**src/rtl/hdmi_pattern_gen.sv**
```systemverilog
// hdmi_pattern_gen: multi-mode RGB888 test-pattern generator with a two-stage pipeline.
// Define PATTERN_BOX_EN to build the bouncing-box pattern (mode 4); otherwise mode 4 is black.
module hdmi_pattern_gen #(
  parameter int H_DISP      = 800,
  parameter int V_DISP      = 600,
  parameter int COORD_W     = 11,
  parameter int BAR_NUM     = 8,
  parameter int CHECK_SHIFT = 5,
  parameter int BOX_SIZE    = 64
) (
  input  logic               pixel_clk,
  input  logic               sys_rst,
  input  logic [COORD_W-1:0] pixel_xpos,
  input  logic [COORD_W-1:0] pixel_ypos,
  input  logic               data_req,
  input  logic [2:0]         mode_sel,
  input  logic [23:0]        solid_color,
  output logic [23:0]        pixel_data,
  output logic               pixel_valid,
  output logic [15:0]        frame_cnt
);
  localparam int BAR_W = H_DISP / BAR_NUM;
  localparam logic [23:0] PAL [8] = '{24'hFFFFFF, 24'hFFFF00, 24'h00FFFF, 24'h00FF00,
                                      24'hFF00FF, 24'hFF0000, 24'h0000FF, 24'h000000};
  logic              frame_start, frame_end, hit;
  logic [2:0]        bar_idx, bar1_q, mode_q;
  logic [7:0]        grey1_q;
  logic              chk1_q, req1_q, hit1_q, valid_q;
  logic [23:0]       color_q, data_q, data_d;
  logic [15:0]       frame_cnt_q;
  assign frame_start = data_req && pixel_xpos == '0 && pixel_ypos == '0;
  assign frame_end   = data_req && pixel_xpos == COORD_W'(H_DISP - 1) && pixel_ypos == COORD_W'(V_DISP - 1);
  // a 3-bit count of crossed boundaries is already the palette index mod 8
  always_comb begin
    bar_idx = '0;
    for (int k = 1; k < BAR_NUM; k++)
      if (int'(pixel_xpos) >= k * BAR_W) bar_idx = bar_idx + 3'd1;
  end
`ifdef PATTERN_BOX_EN
  logic [COORD_W-1:0] box_x_q, box_x_d, box_y_q, box_y_d;
  logic               neg_x_q, neg_x_d, neg_y_q, neg_y_d;
  // the position always steps in the (possibly just flipped) direction
  function automatic logic [COORD_W:0] bounce(input logic [COORD_W-1:0] p, input logic neg, input int lim);
    logic nd;
    nd = neg ^ (neg ? p == '0 : int'(p) + BOX_SIZE == lim);
    return {nd, nd ? p - COORD_W'(1) : p + COORD_W'(1)};
  endfunction
  always_comb begin
    {neg_x_d, box_x_d} = frame_end ? bounce(box_x_q, neg_x_q, H_DISP) : {neg_x_q, box_x_q};
    {neg_y_d, box_y_d} = frame_end ? bounce(box_y_q, neg_y_q, V_DISP) : {neg_y_q, box_y_q};
    hit = int'(pixel_xpos) >= int'(box_x_q) && int'(pixel_xpos) < int'(box_x_q) + BOX_SIZE &&
          int'(pixel_ypos) >= int'(box_y_q) && int'(pixel_ypos) < int'(box_y_q) + BOX_SIZE;
  end
  always_ff @(posedge pixel_clk or posedge sys_rst)
    if (sys_rst) {neg_x_q, box_x_q, neg_y_q, box_y_q} <= '0;
    else {neg_x_q, box_x_q, neg_y_q, box_y_q} <= {neg_x_d, box_x_d, neg_y_d, box_y_d};
`else
  assign hit = 1'b0;
`endif
  // hit is decided in stage 1 so the frame's last pixel still sees the old box position
  always_ff @(posedge pixel_clk or posedge sys_rst)
    if (sys_rst) begin
      {bar1_q, grey1_q, chk1_q, req1_q, hit1_q} <= '0;
      mode_q      <= '0;
      color_q     <= '0;
      frame_cnt_q <= '0;
    end else begin
      bar1_q  <= bar_idx;
      grey1_q <= pixel_xpos[7:0];
      chk1_q  <= pixel_xpos[CHECK_SHIFT] ^ pixel_ypos[CHECK_SHIFT];
      req1_q  <= data_req;
      hit1_q  <= hit;
      if (frame_start) begin
        mode_q  <= mode_sel;
        color_q <= solid_color;
      end
      if (frame_end) frame_cnt_q <= frame_cnt_q + 16'd1;
    end
  always_comb
    data_d = !req1_q         ? '0 :
             mode_q == 3'd0  ? PAL[bar1_q] :
             mode_q == 3'd1  ? (chk1_q ? 24'h000000 : 24'hFFFFFF) :
             mode_q == 3'd2  ? {grey1_q, grey1_q, grey1_q} :
             mode_q == 3'd3  ? color_q :
             mode_q == 3'd4 && hit1_q ? 24'hFF0000 : 24'h000000;
  always_ff @(posedge pixel_clk or posedge sys_rst)
    if (sys_rst) begin
      data_q  <= '0;
      valid_q <= 1'b0;
    end else begin
      data_q  <= data_d;
      valid_q <= req1_q;
    end
  assign pixel_data  = data_q;
  assign pixel_valid = valid_q;
  assign frame_cnt   = frame_cnt_q;
endmodule
```
**config.mk**
```make
export PLATFORM = sky130hd
export DESIGN_NAME = hdmi_pattern_gen
export DESIGN_NICKNAME = d
export VERILOG_FILES = /design/src/rtl/hdmi_pattern_gen.sv
export SDC_FILE = /design/constraint.sdc
export NUM_CORES = 1
export LEC_CHECK = 0
export CAP_MARGIN = 20
export CORE_UTILIZATION = 31
export CTS_BUF_LIST = sky130_fd_sc_hd__clkbuf_4
export DETAILED_ROUTE_END_ITERATION = 10
export HOLD_SLACK_MARGIN = 0.12
export SYNTH_ARGS = -nofsm -noshare
export SYNTH_HDL_FRONTEND = slang
export SYNTH_SLANG_ARGS = --single-unit
export TNS_END_PERCENT = 1
```
**constraint.sdc**
```tcl
create_clock -name pixel_clk -period 5 [get_ports pixel_clk]
set_clock_uncertainty 0.1 [all_clocks]
set_input_delay 1 -clock pixel_clk [delete_from_list [all_inputs] [get_ports pixel_clk]]
set_output_delay 1 -clock pixel_clk [all_outputs]
set_load 0.005 [all_outputs]
```
* After elaboration in Yosys (flattened, before gate mapping)
Memory sizes are Yosys's and may differ from the RTL's.
Index checks and enable logic that the tools add are counted.
** Storage, ports and cells
- Bits in registers :: 81
- Bits in latches :: 0
- Memory bits (writable) :: 0
- Memory bits (read-only) :: 192
- Input port bits :: 52
- Output and inout bits :: 41
- Logic and storage cells :: 54
- Memories kept :: 1
** Memories
- (name not given) :: depth 8, bits a word 24, rd ports 1, clocked after memory_dff 0, write ports 0, line 81 : mode_q == 3'd0 ? PAL[bar1_q] :
** Operators by class
- Add/sub/neg operators :: 7
- Multipliers :: 0
- Div/mod/pow operators :: 0
- Magnitude comparators :: 8
- Eq/ne operators :: 5
- Shift-type cells :: 0
- Mux-type cells :: 15
- Bitwise gates (word level) :: 2
- Reductions and logical operators :: 7
** Operators by type and width (count)
- 24-bit two-way mux :: 8
- 11-bit by 9-bit greater-or-equal comparator with 1-bit output, second input constant :: 3
- 11-bit by 10-bit == test with 1-bit output, second input constant :: 2
- 11-bit by 10-bit greater-or-equal comparator with 1-bit output, second input constant :: 2
- 11-bit zero test :: 2
- 3-bit by 1-bit adder with 3-bit output, second input constant :: 6
- 3-bit two-way mux :: 6
- 16-bit by 1-bit adder with 16-bit output, second input constant :: 1
- 11-bit by 7-bit greater-or-equal comparator with 1-bit output, second input constant :: 1
- 11-bit by 8-bit greater-or-equal comparator with 1-bit output, second input constant :: 1
- 3-bit by 2-bit == test with 1-bit output, second input constant :: 2
- 4-bit greater-or-equal comparator, second input constant :: 1
- 1-bit logical AND :: 4
- 3-bit inverter with 4-bit output :: 1
- 3-bit by 1-bit == test with 1-bit output, second input constant :: 1
- 3-bit zero test :: 1
- 1-bit two-way mux :: 1
- 1-bit bitwise XOR :: 1

* Depth between registers and ports, before layout
Gate-level depths: netlist of run 1.
- Word-level depth :: 14
- Depth in mapped cells :: 18
- Depth with buffers taken out :: 18

* Worst setup path after synthesis of run 1
OpenSTA, ideal clock, no wires.
- Path kind :: input to register
- From :: in pixel_xpos[3]
- To :: reg bar1_q[1]
- Setup time :: 139 ps
- Data arrival time :: 4063 ps
- Slack :: 698 ps
- Stages on the path :: 14
- Cell sequence :: or3_1 > a311oi_1 > ha_1 > xnor2_1 > ha_1 > xnor2_1 > o211ai_1 > inv_1 > ha_1 > nand2_1 > o21ai_0 > ha_1 > a21oi_1 > o21ai_0
** Between the ends
- Cells in the longest elaborated chain, start to end :: 14
- Elaborated cells between the ends (all ways) :: 20
** Ends and longest elaborated chain
- start, declared :: line 13 : input logic [COORD_W-1:0] pixel_xpos,
- 11-bit by 7-bit greater-or-equal comparator with 1-bit output :: line 37 : if (int'(pixel_xpos) >= k * BAR_W) bar_idx = bar_idx + 3'd1;
- 1-bit two-way mux :: line 37
- 3-bit by 1-bit adder with 3-bit output :: line 37
- 3-bit two-way mux :: line 37
- 3-bit by 1-bit adder with 3-bit output :: line 37
- 3-bit two-way mux :: line 37
- 3-bit by 1-bit adder with 3-bit output :: line 37
- 3-bit two-way mux :: line 37
- 3-bit by 1-bit adder with 3-bit output :: line 37
- 3-bit two-way mux :: line 37
- 3-bit by 1-bit adder with 3-bit output :: line 37
- 3-bit two-way mux :: line 37
- 3-bit by 1-bit adder with 3-bit output :: line 37
- 3-bit two-way mux (*) :: line 37
- net bar_idx[1] :: line 26 : logic [2:0] bar_idx, bar1_q, mode_q;
- end signal, assigned :: line 68 : bar1_q <= bar_idx;
- end, declared :: line 26
Mark *: on every way through the listed nets, which the timed path passes. The rest lies on a longest branch.
A chain may end at the register's enable or synchronous reset.

* Worst setup path in the final report of run 1
Ends and elaborated chain as after synthesis.

==> results of run 1 <==
## through the flow
step / setup slack, ps / area [um^2] / utilization / std cells / hold slack [ps]
after floorplan: 698 / 3790 / - / 331 / 255
after global placement: 258 / 4890 / 0.409 / 566 / 268
after detailed placement: 78.0 / 4890 / 0.409 / 566 / 270
after CTS: 562 / 5030 / 0.420 / 582 / 302
after global routing: 251 / 5050 / 0.422 / 583 / 309
final: 571 / 5050 / 0.422 / 583 / 301
## report_power, final
| group | switching (mW) | total, mW | internal (mW) |
|---|---|---|---|
| sequential | 0.0194 | 0.732 | 0.713 |
| clock | 0.228 | 0.379 | 0.152 |
| combinational | 0.108 | 0.276 | 0.168 |
| total | 0.355 | 1.39 | 1.03 |
## cell families (layout without fill, tap and decap cells)
| logic type | after synthesis | after routing | synth area share |
|---|---|---|---|
| adders and majority gates | 8 | 8 | 0.0264 |
| AOI/OAI and AO/OA | 50 | 50 | 0.0746 |
| xor gates and xnor gates | 24 | 24 | 0.0594 |
| buffers and inverters | 19 | 124 | 0.0234 |
| and+or+nand+nor | 119 | 119 | 0.193 |
| muxes | 30 | 30 | 0.0884 |
| DFF | 81 | 81 | 0.535 |
## cells in the mapped netlist, drive strengths merged
library cell	n
a311oi	1
mux2i	2
nand4	3
nand2	21
nor3b	1
dfrtp	81
o211a	1
nor4b	1
and4	2
a21oi	7
or4	1
mux2	28
xor2	9
ha	8
clkbuf	8
nand2b	9
and2	1
and3	29
o211ai	4
o311a	1
or3	1
a41oi	1
nor2	13
nor4	4
o21ai	34
inv	8
or2	1
xor3	1
buf	3
nand3	6
o311ai	1
nor2b	26
xnor2	14
## worst reg2reg max path, delay by kind of cell, from the launching register on
family	cells	cell delay, ps
flops	1	840
compound gates	1	610
simple gates	2	430
## layout make-up
class                   count  area, um^2
fillers                  1167        6910
well taps                 147         184
multi-input cells         231        1680
clock inverters             7        70.1
repair buffers            100         993
clock buffers               9        67.6
inverters                   8        31.3
flip-flops and latches     81        2030
## flip-flops by register name, summed over array words and instances, names as in the netlist
signal and cells:
color_q 24, pixel_data 24, frame_cnt 16, grey1_q 8, bar1_q 3, mode_q 3, chk1_q 1, pixel_valid 1
req1_q 1
## worst max path at each step
stage                       start         to  slack (ps)  depth (start not counted)
CTS                 pixel_xpos[3]  bar1_q[1]         560                         15
finish              pixel_xpos[3]  bar1_q[1]         570                         15
floorplan           pixel_xpos[3]  bar1_q[1]         700                         14
global placement    pixel_xpos[3]  bar1_q[1]         260                         15
global route        pixel_xpos[3]  bar1_q[1]         250                         15
detailed placement  pixel_xpos[3]  bar1_q[1]          80                         15
## routing by layer
metal,GRT usage,vias to the layer above,part of all wire
met5,0,-,0
li1,-,1352,-
met3,0.0184,5,0.042
met2,0.227,76,0.48
met1,0.194,1350,0.47
met4,0.0649,0,0.0062
==> impl_metrics.json, run 1 <==
{
  "outcome": "finished clean",
  "final_nets": 491,
  "clkTransAtPathRegs_ps": 140,
  "grt_pass1_wl_um": 14100,
  "mostFrequentLayoutCell": "sky130_fd_sc_hd__clkdlybuf4s50_1",
  "logic_depth_of_the_worst_register_to_register_path": 3,
  "most-common-layout-cells": "sky130_fd_sc_hd__clkdlybuf4s50_1, sky130_fd_sc_hd__dfrtp_1, sky130_fd_sc_hd__o21ai_0",
  "cts.root.buffer_cell": "sky130_fd_sc_hd__clkbuf_4",
  "tritoncts.num_buffers": 9,
  "period_utilization_post_route": 0.886,
  "vias": 2783,
  "std_cell_rows": 40,
  "worst-setup-path-type": "in -> reg",
  "peakVddDrop_mv": 0.0964,
  "tritoncts": "done",
  "num_antenna_cells": 0,
  "worstHoldPathType": "reg -> reg",
  "number_of_max_slew_violations_in_the_final_report": 0,
  "yosys.area.top_type": "sky130_fd_sc_hd__dfrtp_1",
  "timing.critical_path.required_ps": 5200,
  "final-hold-violation-count": 0,
  "tns_ps": 0,
  "drt_drc_violations_left": 0,
  "worst-r2r-setup-slack_ps": 2940,
  "detail-route-antenna-nets": 0,
  "tightestPinTransition_ps": 751,
  "crit-reg2reg-launch": "mode_q[0]",
  "rsz0062_at_grt": "no",
  "synthDistinctLibCells": 41,
  "dr.pass1.iters": 4,
  "yosysSeqAreaShare": 0.535,
  "grtUsageTotal": 0.143,
  "routed_via_density": 4.77,
  "synth_area_leaders": "sky130_fd_sc_hd__dfrtp_1, sky130_fd_sc_hd__mux2_2, sky130_fd_sc_hd__and3_1",
  "post-layout-total-power_mw": 1.39,
  "timing.final.setup_violations": 0,
  "clock_sink_count": 81,
  "wirelength_um": 8580,
  "first_global_vias": 2808,
  "port_buffers": 92,
  "mappedNetlistArea_mm2": 0.00379,
  "starting_density_of_the_core": 0.317,
  "startpoint_type": "primary input",
  "critPathMaxStageDelay_ps": 470,
  "critical_path.max_fanout": 5,
  "dp_hpwl_um": 6150,
  "antenna_violations_before_repair": 0,
  "clk-insertion-delay-late_ps": 420,
  "leakagePower_nw": 2.33,
  "post_drt_wl_per_cell_um": 14.7,
  "cts-root-to-sink-buffers": 2,
  "relative_max_transition_margin": 0.499,
  "timing.critical_path.arrival_ps": 4630,
  "critical_path.most_common_cell": "sky130_fd_sc_hd__ha_1",
  "die-height_um": 113,
  "grt_max_degree": 62,
  "synth_seq_cells": 81,
  "critical_path.endpoint_type": "register",
  "worstHoldPathCells": 0,
  "synthDominantCellAreaShare": 0.535,
  "pwr_density_cell_mw_per_mm2": 275,
  "path_cells": "clkdlybuf4s50_1 -> or3_1 -> a311oi_1 -> ha_1 -> xnor2_1 -> ha_1 -> xnor2_1 -> o211ai_1 -> inv_1 -> ha_1 -> nand2_1 -> o21ai_0 -> ha_1 -> a21oi_1 -> o21ai_0",
  "critical_path.slowest_cell": "sky130_fd_sc_hd__a311oi_1",
  "maxCapViolations": 0,
  "synthesis.nets": 391,
  "coreArea_mm2": 0.0120,
  "die_area_mm2": 0.0127,
  "dieWidth_um": 113,
  "h_tree_level_count": 3,
  "drtIter0Drc": 139,
  "max_clock_freq_mhz": 226,
  "cts_post_setup_buffers_inserted": 0,
  "finalWeightedCongestion": 0.801,
  "worst_r2r_endpoint": "pixel_data[8]",
  "globalRoute.totalOverflow": 0,
  "fraction_of_final_layout_cells_sized_beyond_drive_strength_1": 0.138,
  "synth-warning-count": 0,
  "syn-instance-count": 331,
  "timing.hold.worst.start": "req1_q",
  "post_cts_resize_count": 0,
  "area.growth.synth_to_final_pct": 33.2,
  "number_of_buffers_added_to_fix_hold_violations_after_cts": 0,
  "worstPathBufferInverterCount": 2,
  "finalWorstPathRequiredPeriod_ps": 4430,
  "cpLargestDelayFamily": "adder cells",
  "syn_area_per_cell_um2": 11.5,
  "top_level_ports": 93,
  "hold_path_end": "pixel_valid"
}
Note: power is estimated with default switching activity, not from simulation.
==> run 2: changes to the inputs <==
CORE_ASPECT_RATIO = 1.25   (was not set)
==> impl_metrics.json, run 2 (same netlist as run 1, synthesis figures left out) <==
{
  "worstHoldPathCells": 0,
  "fillerInstances": 1146,
  "fraction_of_final_layout_cells_sized_beyond_drive_strength_1": 0.140,
  "number_of_max_slew_violations_in_the_final_report": 0,
  "cts-root-to-sink-buffers": 2,
  "clock_sink_count": 81,
  "vias": 2833,
  "dpl_worst_slack_ps": -32.1,
  "critical_path.max_fanout": 6,
  "cts.root.buffer_cell": "sky130_fd_sc_hd__clkbuf_4",
  "post_dp_cell_area_mm2": 0.00492,
  "routed-wl-met2_um": 4620,
  "timing.hold.worst.start": "req1_q",
  "drtIter0Drc": 85,
  "pnr_worst_setup_slack_ps": 403,
  "maxCapViolations": 0,
  "std_cell_rows": 44,
  "rsz0062_at_grt": "no",
  "number_of_buffers_added_to_fix_hold_violations_after_cts": 0,
  "peakVddDrop_mv": 0.0943,
  "met1Wirelength_um": 3910,
  "finalWorstPathRequiredPeriod_ps": 4600,
  "first_global_vias": 2837,
  "layoutNonFillerInstCount": 599,
  "startpoint_type": "primary input",
  "critical_path.endpoint_type": "register",
  "routed_via_density": 4.73,
  "dieWidth_um": 101,
  "placedCellCount": 581,
  "antenna_violations_before_repair": 1,
  "timing.final.setup_violations": 0,
  "timing.critical_path.required_ps": 5200,
  "leakagePower_nw": 2.33,
  "starting_density_of_the_core": 0.322,
  "mostFrequentLayoutCell": "sky130_fd_sc_hd__clkdlybuf4s50_1",
  "area.growth.synth_to_final_pct": 33.4,
  "ff_latch_area_mm2": 0.00203,
  "finalWeightedCongestion": 0.828,
  "post_drt_wl_per_cell_um": 15.0,
  "worst-r2r-setup-slack_ps": 3020,
  "final_nets": 492,
  "period_utilization_post_route": 0.919,
  "dr.pass1.iters": 4,
  "route.met3.wl_um": 308,
  "whs_ps": 301,
  "cts_post_setup_buffers_inserted": 0,
  "pwr_density_cell_mw_per_mm2": 266,
  "grt_max_degree": 56,
  "wirelength_um": 9000,
  "h_tree_level_count": 3,
  "hold_path_end": "pixel_valid",
  "drt_drc_violations_left": 0,
  "timing.critical_path.arrival_ps": 4800,
  "worst-setup-path-type": "in -> reg",
  "worst_r2r_endpoint": "pixel_data[22]",
  "die-height_um": 126,
  "tightestPinTransition_ps": 712,
  "post_cts_resize_count": 0,
  "logic_depth_of_the_worst_register_to_register_path": 3,
  "port_buffers": 92,
  "crit-reg2reg-launch": "mode_q[0]",
  "design_area_mm2": 0.00506,
  "globalRoute.totalOverflow": 0,
  "highest_layer": "met4",
  "outcome": "finished clean",
  "max_clock_freq_mhz": 218,
  "tns_ps": 0,
  "most-common-layout-cells": "sky130_fd_sc_hd__clkdlybuf4s50_1, sky130_fd_sc_hd__dfrtp_1, sky130_fd_sc_hd__o21ai_0",
  "worstHoldPathType": "reg -> reg",
  "top_level_ports": 93,
  "grt_pass1_wl_um": 15000,
  "dp_hpwl_um": 6570,
  "coreArea_mm2": 0.0118,
  "final-hold-violation-count": 0,
  "tritoncts": "done",
  "grtUsageTotal": 0.158,
  "tritoncts.num_buffers": 9,
  "clkTransAtPathRegs_ps": 120,
  "footprint_of_the_multi_input_gates_mm2": 0.00168,
  "die_area_mm2": 0.0127,
  "detail-route-antenna-nets": 0,
  "clk-insertion-delay-late_ps": 440,
  "relative_max_transition_margin": 0.526
}
run 2: area by class of cell:
class                      instances  share of cell area
clock inverter                     7             0.00890
sequential                        81               0.401
timing repair buffer             101               0.199
multi-input combinational        231               0.331
inverter                           8             0.00618
clock buffer                       9              0.0134
tap                              161              0.0398
antenna                            1            0.000495
run 2: power breakdown:
group	total (mW)	switching, mW	internal (mW)	leakage [nW]
Sequential	0.733	0.0206	0.713	1.07
Combinational	0.280	0.112	0.169	1.19
Clock	0.334	0.233	0.101	0.0578
Total	1.35	0.365	0.982	2.33
run 2: routing by layer:
layer / vias up / GRT usage
li1: 1345 / -
met1: 1409 / 0.205
met2: 69 / 0.257
met3: 10 / 0.0344
met4: 0 / 0.0588
met5: - / 0
run 2: per-stage QoR:
stage / util / total power [mW]
floorplan: - / 0.851
global placement: 0.417 / 1.02
detailed placement: 0.417 / 1.03
CTS: 0.427 / 1.37
global route: 0.429 / 1.43
finish: 0.429 / 1.35
run 2: how the worst max path moves through the flow:
stage	from	endpoint	slack [ps]
6_report	pixel_xpos[2]	bar1_q[1]	400
5_1_grt	pixel_xpos[2]	bar1_q[2]	20
4_1_cts	pixel_xpos[2]	bar1_q[1]	450
3_5_place_dp	pixel_xpos[2]	bar1_q[1]	-30
3_3_place_gp	pixel_xpos[2]	bar1_q[1]	200
2_1_floorplan	pixel_xpos[3]	bar1_q[1]	700
run 2: worst max-delay path, stage by stage:
cell and delay, ps:
sky130_fd_sc_hd__clkdlybuf4s50_1 490, sky130_fd_sc_hd__or3_1 450, sky130_fd_sc_hd__a311oi_1 500, sky130_fd_sc_hd__ha_1 380, sky130_fd_sc_hd__xnor2_1 250, sky130_fd_sc_hd__ha_1 280
sky130_fd_sc_hd__xnor2_1 130, sky130_fd_sc_hd__o211ai_1 230, sky130_fd_sc_hd__inv_1 80, sky130_fd_sc_hd__ha_1 290, sky130_fd_sc_hd__nand2_1 70, sky130_fd_sc_hd__o21ai_0 100
sky130_fd_sc_hd__ha_1 310, sky130_fd_sc_hd__a21oi_1 120, sky130_fd_sc_hd__o21ai_0 100
